===== src/rtl/shader_swizzle_seq.sv =====
// Four-lane swizzle sequencer: walks the output lanes one per cycle,
// steering an external 4:1 channel mux and collecting its result.
module shader_swizzle_seq (
  input  logic        clk,
  input  logic        rst,
  input  logic        in_valid,
  output logic        in_ready,
  input  logic [7:0]  in_swizzle,
  input  logic [15:0] in_frag,
  output logic        out_valid,
  input  logic        out_ready,
  output logic [15:0] out_frag,
  output logic [1:0]  mix_from,
  output logic [3:0]  mix_c3,
  output logic [3:0]  mix_c2,
  output logic [3:0]  mix_c1,
  output logic [3:0]  mix_c0,
  input  logic [3:0]  mix_wdata,
  output logic        busy
);

  typedef enum logic [1:0] {
    IDLE = 2'd0,
    RUN  = 2'd1,
    DONE = 2'd2
  } state_t;

  state_t      state;
  logic [1:0]  idx;
  logic [15:0] frag_q;
  logic [7:0]  swz_q;
  logic [1:0]  sel;

  assign mix_c3 = frag_q[15:12];
  assign mix_c2 = frag_q[11:8];
  assign mix_c1 = frag_q[7:4];
  assign mix_c0 = frag_q[3:0];

  always_comb begin
    sel = swz_q[1:0];
    unique case (idx)
      2'd0: sel = swz_q[1:0];
      2'd1: sel = swz_q[3:2];
      2'd2: sel = swz_q[5:4];
      2'd3: sel = swz_q[7:6];
      default: sel = swz_q[1:0];
    endcase
  end

  // Handshake outputs are forced low during reset, before state clears.
  always_comb begin
    in_ready  = !rst &&
                ((state == IDLE) ||
                 ((state == DONE) && out_ready));
    out_valid = !rst && (state == DONE);
    busy      = !rst && (state != IDLE);
    mix_from  = 2'd0;
    if (!rst && (state == RUN))
      mix_from = sel;
  end

  always_ff @(posedge clk) begin
    if (rst) begin
      state    <= IDLE;
      idx      <= 2'd0;
      frag_q   <= 16'd0;
      swz_q    <= 8'd0;
      out_frag <= 16'd0;
    end else begin
      unique case (state)
        IDLE: begin
          if (in_valid) begin
            frag_q <= in_frag;
            swz_q  <= in_swizzle;
            idx    <= 2'd0;
            state  <= RUN;
          end
        end
        RUN: begin
          unique case (idx)
            2'd0: out_frag[3:0]   <= mix_wdata;
            2'd1: out_frag[7:4]   <= mix_wdata;
            2'd2: out_frag[11:8]  <= mix_wdata;
            2'd3: out_frag[15:12] <= mix_wdata;
            default: out_frag[3:0] <= mix_wdata;
          endcase
          idx <= idx + 2'd1;
          if (idx == 2'd3)
            state <= DONE;
        end
        DONE: begin
          if (out_ready) begin
            if (in_valid) begin
              frag_q <= in_frag;
              swz_q  <= in_swizzle;
              idx    <= 2'd0;
              state  <= RUN;
            end else begin
              state <= IDLE;
            end
          end
        end
        default: state <= IDLE;
      endcase
    end
  end

endmodule


===== config.mk =====
export PLATFORM = sky130hd
export DESIGN_NAME = shader_swizzle_seq
export DESIGN_NICKNAME = d
export VERILOG_FILES = /design/src/rtl/shader_swizzle_seq.sv
export SDC_FILE = /design/constraint.sdc
export NUM_CORES = 1
export LEC_CHECK = 0
export ABC_AREA = 1
export BUFFER_PORTS_ARGS = -buffer_cell sky130_fd_sc_hd__buf_4
export CORE_UTILIZATION = 45
export CTS_CLUSTER_SIZE = 10
export DETAILED_ROUTE_END_ITERATION = 12
export PLACE_DENSITY = 0.75
export SLEW_MARGIN = 0
export SYNTH_ARGS = -nofsm -noshare
export SYNTH_HDL_FRONTEND = slang
export SYNTH_SLANG_ARGS = --single-unit

===== constraint.sdc =====
create_clock -name clk -period 1 [get_ports clk]
set_input_delay 0.05 -clock clk [delete_from_list [all_inputs] [get_ports clk]]
set_output_delay 0.05 -clock clk [all_outputs]
set_load 0.02 [all_outputs]

==> results.cfg <==
[sta]
final_setup_violation_count = 49
grt_setup_unrepaired = true
finalHoldViolations = 0
final_count_of_pins_violating_max_slew = 0
post-route-worst-setup-slack_ns = -0.482
period_share_pct = 148
achievable-frequency_mhz = 675
worst_slew_margin_rel_pct = 83.1
timing.clock.skew_ns = 0.00684
timing_worst_slew_pin_value_ns = 0.253
final.min_clock_period_ns = 1.48

[critical_path]
start_kind = flop
timing.setup.critical_path_class = flop to primary output
setup.worst_path.end_class = primary output
r2r_cells = 8
ff2ff_setup_slack_ns = -0.32
worstPathRequired_ns = 0.95
path_max_fanout = 4
regToRegEndpoint = idx[1]
critPathArrivalTime_ns = 1.43
regToRegStartpoint = state[0]

[clock_tree]
worstSkewPairLatency_ns = 0.31
clock_tree.buffer_depth = 2
cts-buffers-inserted = 5
clock_tree_from_tritoncts = done
htree_num_levels = 2
cts_root_buf = clkbuf_8
clock_sinks = 44
clkTransAtPathRegs_ns = 0.09

[grt]
globalRouteTotalUtil_pct = 26.9
grt_antenna_before_repair = 0
gr_ovfl_total = 0
grt_pass1_vias = 2203
grt_pass1_wl_mm = 10.4
grt_start_max_net_pins = 24

[yosys]
synth.top_cell.area_share_pct = 41.9
netlist_top_cells_area = dfxtp_1, nor2_1, nand2_1
synth.net_count = 334
synth_warnings = 0
netlist_instances = 296
total_of_flip_flops_plus_latches_after_synthesis = 44
sequential_share_of_the_synthesized_area_pct = 41.9
synth_area_per_cell_um2 = 7.11
syn-cell-area_um2 = 2100
yosysTopAreaCell = dfxtp_1
netlist-cell-type-count = 19

[layout]
final_common_cell = buf_4
antenna-diode-count = 0
postLayoutCellArea_um2 = 3620
area_delta_synth_final_pct = 72.0
filler_cell_count = 254
fraction_of_final_layout_cells_with_drive_strength_greater_than_1_pct = 52.5
fin_nets = 435
layout.cells.most_common_list = buf_4, nor2_1, nand2_1, dfxtp_1, nand3b_1
final_core_util_pct = 82.0

[route]
drt_first_pass_iters = 4
detail_route.vias_per_cell = 5.00
post_drt_wl_per_cell_um = 15.6
detail_route.drc_violations = 0
route.antenna.remaining_nets = 0
via_count = 2250
detailed_route_wl_mm = 7.00
drt_iter0_markers = 115

[die]
pin_count = 69
chipHeight_um = 70.4
std_cell_rows = 24
floorplan.die_area_um2 = 4950
initial_core_util_pct = 47.7
core_region_area_um2 = 4410
die_width_um = 70.4

[power_and_ir_drop]
pwr_density_cell_nw_per_um2 = 1410
power.ir.vdd_worst_uv = 1030
leakage_nw = 1.71

[min_path]
timing.hold.worst_endpoint = out_frag[14]
hold_path.class = primary input to flop
hold-path-cell-count = 3
hold_path.startpoint = mix_wdata[2]

[place]
placed_area_um2 = 2750
gp_congestion = 0.840
buffer_ports.inserted = 68
dp_wirelength_mm = 3.36

[run_status]
failed_checks = setup timing
status = complete, but fails checks

[flow_run]
timing.max_cap.violations = 0
[cell usage after synthesis, drive strengths merged]
cell type,instances
dfxtp,44
nand3b,24
o21ai,3
nor3,2
a21oi,2
buf,12
nand3,3
inv,29
nand2,79
nor2,91
ha,6
or2,1
[cell families after synthesis]
family                     Yosys count  synth area share, %
DFF                                 44                 41.9
adders and majority gates            6                 3.57
and+or+nand+nor                    200                 43.2
AOI/OAI and AO/OA                    5                 1.19
buffers and inverters               41                 10.2
[critical path, cell delays in order (launching register included)]
cell,delay [ns]
dfxtp_4,0.42
inv_4,0.06
ha_4,0.18
nand2_2,0.09
nand2_2,0.05
nor2_2,0.14
nor2_2,0.05
buf_6,0.13
[sequential cells by signal, indices dropped and copies added (netlist names)]
register / flops
frag_q: 16
out_frag: 16
swz_q: 8
state: 2
idx: 2
[power by group]
part           total, mW  leakage (nW)  switching [mW]  internal, mW
combinational       1.66          1.30           0.879         0.783
sequential          2.04         0.364           0.141          1.90
clock               1.39        0.0541           0.655         0.740
[per-layer routing]
metal / GRT usage (%) / part of all wire [%] / up-vias
li1: - / - / 1093
met1: 31.7 / 39 / 1031
met2: 45.3 / 51 / 101
met3: 8.08 / 6.9 / 25
met4: 10.9 / 3.4 / 0
met5: 0 / 0 / -
[how the worst max path moves through the flow]
stage              from          end  cells past startpoint  slack, ns
2_1_floorplan  state[1]     state[1]                      6      -0.05
3_3_place_gp     idx[0]  mix_from[1]                      7      -0.13
3_5_place_dp     idx[0]  mix_from[1]                      7      -0.19
4_1_cts          idx[1]  mix_from[1]                      6      -0.38
5_1_grt          idx[1]  mix_from[1]                      7      -0.51
6_report         idx[1]  mix_from[1]                      7      -0.48
[per-stage QoR]
step                std cells  TNS, ns  setup WS [ns]  hold slack, ns  power (mW)
floorplan                 296    -1.56        -0.0469           0.119        2.68
global placement          422    -4.60         -0.130           0.310        3.06
detailed placement        422    -5.45         -0.191           0.310        3.08
CTS                       451   -10.29         -0.377         0.00883        4.82
global route              450   -14.66         -0.513          0.0216        5.30
finish                    450   -12.38         -0.482       0.0000194        5.09
[final cells by class]
type	count	area [um^2]	share of cell area (%)
multi-input combinational	211	1450	40.0
timing repair buffer	103	916	25.3
sequential	44	896	24.7
inverter	29	136	3.77
clock buffer	5	68.8	1.90
tap	52	65.1	1.80
timing repair inverter	3	48.8	1.35
clock inverter	3	42.5	1.18
[repair_timing]
action	4_1_cts	5_1_grt
hold buffers	2	0
pin swaps	21	35
setup buffers	14	3
endpoints found under the hold margin	2	0
resized for setup	75	87
setup endpoints to repair	49	49
gates cloned	5	0
Note: power is estimated with default switching activity, not from simulation.
